File: config.mk
export PLATFORM = sky130hd
export DESIGN_NAME = pll_stim_sequencer_flat
export DESIGN_NICKNAME = d
export VERILOG_FILES = /design/src/rtl/pll_stim_sequencer_if.sv /design/src/rtl/pll_stim_sequencer.sv /design/src/flat_wrapper.sv
export SDC_FILE = /design/constraint.sdc
export NUM_CORES = 1
export LEC_CHECK = 0
export ABC_CLOCK_PERIOD_IN_PS = 4100
export CELL_PAD_IN_SITES_DETAIL_PLACEMENT = 0
export CELL_PAD_IN_SITES_GLOBAL_PLACEMENT = 2
export CORE_MARGIN = 2
export CORE_UTILIZATION = 35
export CTS_CLUSTER_SIZE = 16
export DETAILED_ROUTE_END_ITERATION = 6
export HOLD_SLACK_MARGIN = 0.05
export MAX_ROUTING_LAYER = met4
export PLACE_DENSITY = 0.77
export SYNTH_ARGS = -nofsm -noshare
export SYNTH_HDL_FRONTEND = slang
export SYNTH_SLANG_ARGS = --single-unit
File: constraint.sdc
create_clock -name CLK -period 4.1 [get_ports CLK]
set_input_delay 1.23 -clock CLK [delete_from_list [all_inputs] [get_ports CLK]]
set_output_delay 1.23 -clock CLK [all_outputs]
set_load 0.1 [all_outputs]
File: src/rtl/pll_stim_sequencer_if.sv
// Control/status bundle between the bring-up harness and the PLL stimulus sequencer.
interface pll_stim_sequencer_if #(
  parameter int CNT_W = 16
);
  logic             start;
  logic             stop;
  logic             free_run;
  logic [CNT_W-1:0] ref_half;
  logic [CNT_W-1:0] vco_half;
  logic [CNT_W-1:0] num_toggles;
  logic             soc_reset;
  logic             pll_en_vco;
  logic             pll_ref;
  logic             pll_vco_in;
  logic             busy;
  logic             done;
  logic             cfg_err;

  modport master (
    output start, stop, free_run, ref_half, vco_half, num_toggles,
    input  soc_reset, pll_en_vco, pll_ref, pll_vco_in, busy, done, cfg_err
  );

  modport slave (
    input  start, stop, free_run, ref_half, vco_half, num_toggles,
    output soc_reset, pll_en_vco, pll_ref, pll_vco_in, busy, done, cfg_err
  );
endinterface

File: src/rtl/pll_stim_sequencer.sv
// Power-on stimulus: delay, SoC reset pulse, PLL enable, then REF/VCO_IN
// toggling with independent half-periods, counted or free-running.
module pll_stim_sequencer #(
  parameter int CNT_W   = 16,
  parameter int RST_DLY = 2,
  parameter int RST_LEN = 10
) (
  input  logic                 CLK,
  input  logic                 reset,
  pll_stim_sequencer_if.slave  bus
);

  localparam int PH_MAX = (RST_DLY > RST_LEN) ? RST_DLY : RST_LEN;
  localparam int PH_W   = $clog2(PH_MAX + 1);
  localparam logic [PH_W-1:0]  DLY_LAST = PH_W'(RST_DLY - 1);
  localparam logic [PH_W-1:0]  LEN_LAST = PH_W'(RST_LEN - 1);
  localparam logic [PH_W-1:0]  PH_ONE   = PH_W'(1);
  localparam logic [CNT_W-1:0] ONE      = CNT_W'(1);

  typedef enum logic [2:0] {IDLE, PRE, RST, RUN, DONE} state_t;

  state_t           state, state_n;
  logic [PH_W-1:0]  ph_cnt, ph_cnt_n;
  logic [CNT_W-1:0] ref_cnt, ref_cnt_n, vco_cnt, vco_cnt_n, tog_cnt, tog_cnt_n;
  logic [CNT_W-1:0] ref_h, ref_h_n, vco_h, vco_h_n, num_t, num_t_n;
  logic             fr, fr_n;
  logic             soc_q, soc_n, en_q, en_n, ref_q, ref_n, vco_q, vco_n;
  logic             busy_q, busy_n, done_q, done_n, err_q, err_n;
  logic [CNT_W-1:0] tog_inc;

  assign bus.soc_reset  = soc_q;
  assign bus.pll_en_vco = en_q;
  assign bus.pll_ref    = ref_q;
  assign bus.pll_vco_in = vco_q;
  assign bus.busy       = busy_q;
  assign bus.done       = done_q;
  assign bus.cfg_err    = err_q;

  assign tog_inc = tog_cnt + ONE;

  // State, counters, latched config and registered outputs.
  always_ff @(posedge CLK) begin
    if (reset) begin
      state   <= IDLE;
      ph_cnt  <= '0;
      ref_cnt <= '0;
      vco_cnt <= '0;
      tog_cnt <= '0;
      ref_h   <= '0;
      vco_h   <= '0;
      num_t   <= '0;
      fr      <= 1'b0;
      soc_q   <= 1'b0;
      en_q    <= 1'b0;
      ref_q   <= 1'b0;
      vco_q   <= 1'b0;
      busy_q  <= 1'b0;
      done_q  <= 1'b0;
      err_q   <= 1'b0;
    end else begin
      state   <= state_n;
      ph_cnt  <= ph_cnt_n;
      ref_cnt <= ref_cnt_n;
      vco_cnt <= vco_cnt_n;
      tog_cnt <= tog_cnt_n;
      ref_h   <= ref_h_n;
      vco_h   <= vco_h_n;
      num_t   <= num_t_n;
      fr      <= fr_n;
      soc_q   <= soc_n;
      en_q    <= en_n;
      ref_q   <= ref_n;
      vco_q   <= vco_n;
      busy_q  <= busy_n;
      done_q  <= done_n;
      err_q   <= err_n;
    end
  end

  // Next state and next values of every registered output.
  always_comb begin
    state_n   = state;
    ph_cnt_n  = ph_cnt;
    ref_cnt_n = ref_cnt;
    vco_cnt_n = vco_cnt;
    tog_cnt_n = tog_cnt;
    ref_h_n   = ref_h;
    vco_h_n   = vco_h;
    num_t_n   = num_t;
    fr_n      = fr;
    soc_n     = soc_q;
    en_n      = en_q;
    ref_n     = ref_q;
    vco_n     = vco_q;
    done_n    = 1'b0;
    err_n     = 1'b0;

    case (state)
      IDLE: begin
        // stop wins over a simultaneous start
        if (bus.start && !bus.stop) begin
          if (bus.ref_half != '0 && bus.vco_half != '0) begin
            ref_h_n  = bus.ref_half;
            vco_h_n  = bus.vco_half;
            num_t_n  = bus.num_toggles;
            fr_n     = bus.free_run;
            ph_cnt_n = '0;
            state_n  = PRE;
          end else begin
            err_n = 1'b1;
          end
        end
      end
      PRE: begin
        if (ph_cnt == DLY_LAST) begin
          ph_cnt_n = '0;
          soc_n    = 1'b1;
          en_n     = 1'b1;
          state_n  = RST;
        end else begin
          ph_cnt_n = ph_cnt + PH_ONE;
        end
      end
      RST: begin
        if (ph_cnt == LEN_LAST) begin
          ph_cnt_n  = '0;
          soc_n     = 1'b0;
          ref_cnt_n = '0;
          vco_cnt_n = '0;
          tog_cnt_n = '0;
          ref_n     = 1'b0;
          vco_n     = 1'b0;
          state_n   = RUN;
        end else begin
          ph_cnt_n = ph_cnt + PH_ONE;
        end
      end
      RUN: begin
        if (!fr && num_t == '0) begin
          // zero-length counted run: leave without any edge
          state_n = DONE;
          done_n  = 1'b1;
          en_n    = 1'b0;
          ref_n   = 1'b0;
          vco_n   = 1'b0;
        end else begin
          if (vco_cnt == vco_h - ONE) begin
            vco_n     = ~vco_q;
            vco_cnt_n = '0;
          end else begin
            vco_cnt_n = vco_cnt + ONE;
          end
          if (ref_cnt == ref_h - ONE) begin
            ref_n     = ~ref_q;
            ref_cnt_n = '0;
            if (tog_cnt != '1) tog_cnt_n = tog_inc;
            if (!fr && tog_inc == num_t) begin
              // the final toggle lands together with DONE, which parks REF low
              state_n = DONE;
              done_n  = 1'b1;
              en_n    = 1'b0;
              ref_n   = 1'b0;
              vco_n   = 1'b0;
            end
          end else begin
            ref_cnt_n = ref_cnt + ONE;
          end
        end
      end
      DONE: begin
        state_n = IDLE;
      end
      default: state_n = IDLE;
    endcase

    if (bus.stop && state != IDLE) begin
      state_n = IDLE;
      soc_n   = 1'b0;
      en_n    = 1'b0;
      ref_n   = 1'b0;
      vco_n   = 1'b0;
      done_n  = 1'b0;
      err_n   = 1'b0;
    end

    busy_n = (state_n != IDLE);
  end

endmodule

File: src/flat_wrapper.sv
// flat-port wrapper written by rule: the top's interface ports become plain ports
module pll_stim_sequencer_flat 
#(
  parameter int CNT_W   = 16,
  parameter int RST_DLY = 2,
  parameter int RST_LEN = 10
)
  (CLK, reset, bus_start, bus_stop, bus_free_run, bus_ref_half, bus_vco_half, bus_num_toggles, bus_soc_reset, bus_pll_en_vco, bus_pll_ref, bus_pll_vco_in, bus_busy, bus_done, bus_cfg_err);
  pll_stim_sequencer_if #(.CNT_W(CNT_W)) bus_i ();
  input  logic CLK;
  input  logic reset;
  input wire logic [$bits(bus_i.start)-1:0] bus_start;
  input wire logic [$bits(bus_i.stop)-1:0] bus_stop;
  input wire logic [$bits(bus_i.free_run)-1:0] bus_free_run;
  input wire logic [$bits(bus_i.ref_half)-1:0] bus_ref_half;
  input wire logic [$bits(bus_i.vco_half)-1:0] bus_vco_half;
  input wire logic [$bits(bus_i.num_toggles)-1:0] bus_num_toggles;
  output wire logic [$bits(bus_i.soc_reset)-1:0] bus_soc_reset;
  output wire logic [$bits(bus_i.pll_en_vco)-1:0] bus_pll_en_vco;
  output wire logic [$bits(bus_i.pll_ref)-1:0] bus_pll_ref;
  output wire logic [$bits(bus_i.pll_vco_in)-1:0] bus_pll_vco_in;
  output wire logic [$bits(bus_i.busy)-1:0] bus_busy;
  output wire logic [$bits(bus_i.done)-1:0] bus_done;
  output wire logic [$bits(bus_i.cfg_err)-1:0] bus_cfg_err;
  assign bus_i.start = bus_start;
  assign bus_i.stop = bus_stop;
  assign bus_i.free_run = bus_free_run;
  assign bus_i.ref_half = bus_ref_half;
  assign bus_i.vco_half = bus_vco_half;
  assign bus_i.num_toggles = bus_num_toggles;
  assign bus_soc_reset = bus_i.soc_reset;
  assign bus_pll_en_vco = bus_i.pll_en_vco;
  assign bus_pll_ref = bus_i.pll_ref;
  assign bus_pll_vco_in = bus_i.pll_vco_in;
  assign bus_busy = bus_i.busy;
  assign bus_done = bus_i.done;
  assign bus_cfg_err = bus_i.cfg_err;
  pll_stim_sequencer #(.CNT_W(CNT_W), .RST_DLY(RST_DLY), .RST_LEN(RST_LEN)) u_core (.CLK(CLK), .reset(reset), .bus(bus_i));
endmodule
Word level (Yosys, flattened, before mapping)
Cells that the tools add are included.
{"block": "word_totals", "ff_bits": 111, "inputBits": 53}
{"block": "op_classes", "addsub": 6, "reduce_logical": 28, "eq_ne": 18, "bitwise": 5, "n_mux": 45}
{"op": "2-to-1 mux 16 bit", "n": 8}
{"op": "one-hot mux 16 bit (2 select lines)", "n": 3}
{"op": "adder 16 x 1 -> 16 bit (second input constant)", "n": 3}
{"op": "== test 16 bit", "n": 3}
{"op": "nonzero test 16 bit", "n": 2}
{"op": "subtractor 16 x 1 -> 16 bit (second input constant)", "n": 2}
{"op": "2-to-1 mux 3 bit", "n": 8}
{"op": "logical NOT 16 bit", "n": 1}
{"op": "2-to-1 mux 1 bit", "n": 16}
{"op": "2-to-1 mux 4 bit", "n": 4}
{"op": "!= test 16 bit (second input constant)", "n": 1}
{"op": "AND reduction 3 bit", "n": 5}
{"op": "!= test 2 x 1 -> 1 bit (second input constant)", "n": 6}
{"op": "one-hot mux 3 bit (4 select lines)", "n": 1}
{"op": "one-hot mux 4 bit (3 select lines)", "n": 1}
{"op": "nonzero test 3 bit", "n": 3}
{"op": "one-hot mux 1 bit (2 select lines)", "n": 4}
{"op": "== test 3 x 2 -> 1 bit (second input constant)", "n": 2}
{"op": "!= test 3 x 1 -> 1 bit (second input constant)", "n": 2}
{"op": "nonzero test 2 bit", "n": 3}
{"op": "logical AND 1 bit", "n": 5}
{"op": "NOT 1 bit", "n": 5}
{"op": "AND reduction 5 bit", "n": 1}
{"op": "adder 4 x 1 -> 4 bit (second input constant)", "n": 1}
{"op": "other kinds (11)", "n": 12}

Depth between registers and ports, before layout
{"block": "depth", "word_depth": 9, "ltp_mapped": 13, "mapped_depth_nobuf": 10}

Worst setup path after synthesis
No wires, ideal clock.
{"block": "synth_timing", "path_kind": "reg2reg", "from": "reg u_core.ref_h[0]", "to": "reg u_core.tog_cnt[10]", "n_path_buf": 2, "stages_incl_launch_ff": 13, "arrival_time_ns": 2.915, "synth_period_minus_slack_ns": 2.999, "setup_slack_ns": 1.101, "setup_ns": 0.084, "required_time_ns": 4.016, "cell_sequence": "dfxtp_1 clkbuf_1 inv_1 ha_1 or3b_2 nor4b_1 xnor2_1 nand4_1 nor4_2 nand4_2 or3_1 buf_6 o31ai_2"}
{"block": "synth_via", "elab_chain_len": 4}
{"item": "start: declaration", "line_no": "pll_stim_sequencer.sv:25", "source": "logic [CNT_W-1:0] ref_h, ref_h_n, vco_h, vco_h_n, num_t, num_t_n;"}
{"item": "start signal: assignment", "line_no": "pll_stim_sequencer.sv:66", "source": "ref_h <= ref_h_n;"}
{"item": "subtractor 16 x 1 -> 16 bit", "line_no": "pll_stim_sequencer.sv:153", "source": "if (ref_cnt == ref_h - ONE) begin"}
{"item": "== test 16 bit", "line_no": "pll_stim_sequencer.sv:153"}
{"item": "!= test 2 x 1 -> 1 bit (no source line)"}
{"item": "AND reduction 5 bit (no source line)"}
{"item": "end signal: assignment", "line_no": "pll_stim_sequencer.sv:65", "source": "tog_cnt <= tog_cnt_n;"}
{"item": "end: declaration", "line_no": "pll_stim_sequencer.sv:24", "source": "logic [CNT_W-1:0] ref_cnt, ref_cnt_n, vco_cnt, vco_cnt_n, tog_cnt, tog_cnt_n;"}
Every way passes these cells.
A chain may end at the register's enable or synchronous reset.

Worst setup path in the final report
Ends and elaborated chain as after synthesis.

==> flow_summary.toml <==
[layout]
fin_nets = 912
final_common_cell = "nand2_1"
drive_above_1_share_pct = 8.40
final_cell_mix = "131 x nand2_1, 111 x dfxtp_1, 74 x a21oi_1"
fin_cells = 1086
areaGrowthSynthToFinish_pct = 16.1
antenna_cells = 0
fill_cells = 1818
multiInputGateArea_sq_um = 4070
ff_latch_area_sq_um = 2220

[sta]
setup_tns_ns = 0
setup_ws_ns = 0.538
fin_crit_sh_pct = 86.9
hold_violations = 0
finalCriticalPeriod_ns = 3.56
setup_viol = 0
worst_slew_pin_slew_ns = 1.14
skew_ns = 0.0141
relSlewSlack_pct = 23.5
rsz0062_at_grt = "no"
max_freq_mhz = 281
final_max_slew_viol_count = 0

[route]
wl_per_cell_um = 17.0
drc = 0
drtAntennaViolNets = 0
via_count = 5965
drt-vias-per-instance = 5.49
dr.first_iter.drc_count = 330
drtPass1Iterations = 5
totalWireLength_um = 18500

[clocking]
htree_num_levels = 3
cts_buffer_depth = 2
cts_buffers = 9
cts_tree = "built"
clock_latency_ns = 0.37
post_cts_buffers = 0
root_buffer = "clkbuf_16"
postCtsResizedCells = 0
ctsHoldBuffers = 0
clk_pin_slew_ns = 0.08
cts_sinks = 111

[floorplan]
die-height_um = 140
dieWidth_um = 140
die_area_sq_um = 19700
start_util_pct = 36.0
ios = 60
core_sq_um = 18100
fp-row-count = 49

[power_and_ir_drop]
power_mw = 2.44
p_clk_share_pct = 36.2
power.density_nw_per_um2 = 323
power.switching_mw = 0.708
peakVddDrop_v = 0.000196
swShare_pct = 29.0
p_leak_nw = 2.70
power_frac_comb_pct = 16.7
seq_power_share_pct = 47.1
p_int_mw = 1.73

[placement]
dp.cells = 1070
gp_congestion = 0.863
io_buffer_count = 59
dpl.hpwl_um = 13900
pre_cts_ws_ns = 0.197

[synth]
ys.flop_type = "dfxtp_1"
synth-seq-area-share_pct = 34.1
synth_top_area_share_pct = 34.1
netlist_area_sq_um = 6510
yosysUniqueCellTypes = 76
yosysWarnings = 0
synth_edf_count = 0
async_flop_share_pct = 0
synth_area_leaders = "dfxtp_1 34%, nand2_1 7.6%, xor2_1 6.1%"
yosys_register_bits = 111
avgSynthCellArea_sq_um = 7.95
yosysTopAreaCell = "dfxtp_1"
synthesis.nets = 879
synthCells = 819

[worst_setup_path]
arrival_ns = 3.84
path_class = "register to register"
endpoint_kind = "register"
cp_max_fo = 10
worst_ep_required_time_ns = 4.37
cp-start-kind = "register"

[global_route]
grt-ovfl-total = 0
grt_max_degree = 50
met2_usage_pct = 31.4
top_usage_layer = "met2"
grt_first_pass_wirelength_um = 30700
met1_usage_pct = 27.2
grt_pass1_vias = 5770
gr-usage-met3_pct = 3.62
track_usage_pct = 20.0
antenna_found_initial = 0

[worst_hold_path]
min-delay-path-class = "register to register"

[outcome]
outcome = "finished clean"

[run]
cap_violations = 0
==> cells by family (layout without fill, tap and decap cells) <==
| kind of cell | Yosys count | after routing | share of synthesized area (%) |
|---|---|---|---|
| flip-flops | 111 | 111 | 34.1 |
| AO/OA/AOI/OAI | 166 | 166 | 16.8 |
| adder cells (fa/ha/maj) | 7 | 7 | 1.34 |
| XOR/XNOR | 87 | 87 | 11.7 |
| AND/OR/NAND/NOR | 388 | 388 | 32.0 |
| buffers and inverters | 57 | 95 | 3.57 |
| multiplexers | 3 | 3 | 0.461 |
==> Yosys cell counts, types with 3 or more instances <==
cell       number
nand2_1       131
nor2b_1        13
a211oi_2        3
a21oi_1        74
mux2i_1         3
buf_2           6
clkbuf_1       36
ha_1            7
or3_1           8
o211ai_1       11
nand2b_1        8
nand3_1        23
nor2_1         67
nand4_1        21
nor3_1         19
xor2_1         45
o21ai_0        23
xnor2_1        42
nor3b_1         3
and4_1          4
nor4_4          3
and2_1          4
and3_1         15
or4_1           6
o31ai_1         5
dfxtp_1       111
nor4_1         18
o2111ai_1       5
nand3b_1        5
a211oi_1        4
a31oi_1        12
o31ai_2         9
or2_2           8
inv_1          11
or3b_2          4
nor4b_1         5
==> stage by stage <==
step / hold slack [ns] / util (%) / instance area [sq um]
after global routing: 0.526 / 41.8 / 7560
after CTS: 0.490 / 41.8 / 7560
after global placement: 0.463 / 40.2 / 7270
after detailed placement: 0.478 / 40.2 / 7270
after floorplan: 0.443 / - / 6510
final: 0.486 / 41.8 / 7560
==> final timing paths <==
kind	from	endpoint	slack, ns	cells after the start
worst max-delay path	u_core.ref_h[0]	u_core.tog_cnt[10]	0.54	10
worst min register to register	u_core.vco_h[15]	u_core.vco_h[15]	0.49	2
worst min-delay path	u_core.vco_h[15]	u_core.vco_h[15]	0.49	2
worst max register to register	u_core.ref_h[0]	u_core.tog_cnt[10]	0.54	10
==> worst max-delay path: stages (launching register included) <==
cell	delay, ns
dfxtp_1	0.39
inv_1	0.09
ha_1	0.31
or3b_2	0.52
nor4b_1	0.35
xnor2_1	0.19
nand4_1	0.13
nor4_2	0.23
nand4_2	0.31
or3_1	0.65
o31ai_2	0.28
==> routing by layer <==
metal  vias to the layer above  wire length [um]
met5                         -                 0
met4                         0               160
met3                        13               727
met2                       114              8550
met1                      2865              9050
li1                       2973                 -
==> flip-flops by register name (all words and copies together) (netlist names), 3 cells and up <==
signal,count
u_core.ref_h,16
u_core.vco_cnt,16
u_core.state,3
u_core.ph_cnt,4
u_core.vco_h,16
u_core.ref_cnt,16
u_core.tog_cnt,16
u_core.num_t,16
==> final cells by class <==
cell class	count	share of cell area, %
multi-input combinational	651	53.8
sequential	111	29.4
timing repair buffer	68	8.64
tap	229	3.79
clock buffer	11	3.21
clock inverter	5	0.645
inverter	11	0.546
==> power by group through the flow <==
| stage | combinational (mW) | clock, mW | sequential (mW) |
|---|---|---|---|
| after floorplan | 0.278 | 0 | 1.16 |
| after global placement | 0.398 | 0 | 1.17 |
| after detailed placement | 0.406 | 0 | 1.17 |
| after CTS | 0.408 | 0.921 | 1.15 |
| after global routing | 0.451 | 0.953 | 1.16 |
| final | 0.406 | 0.884 | 1.15 |
Power figures use the tool's default switching activity.
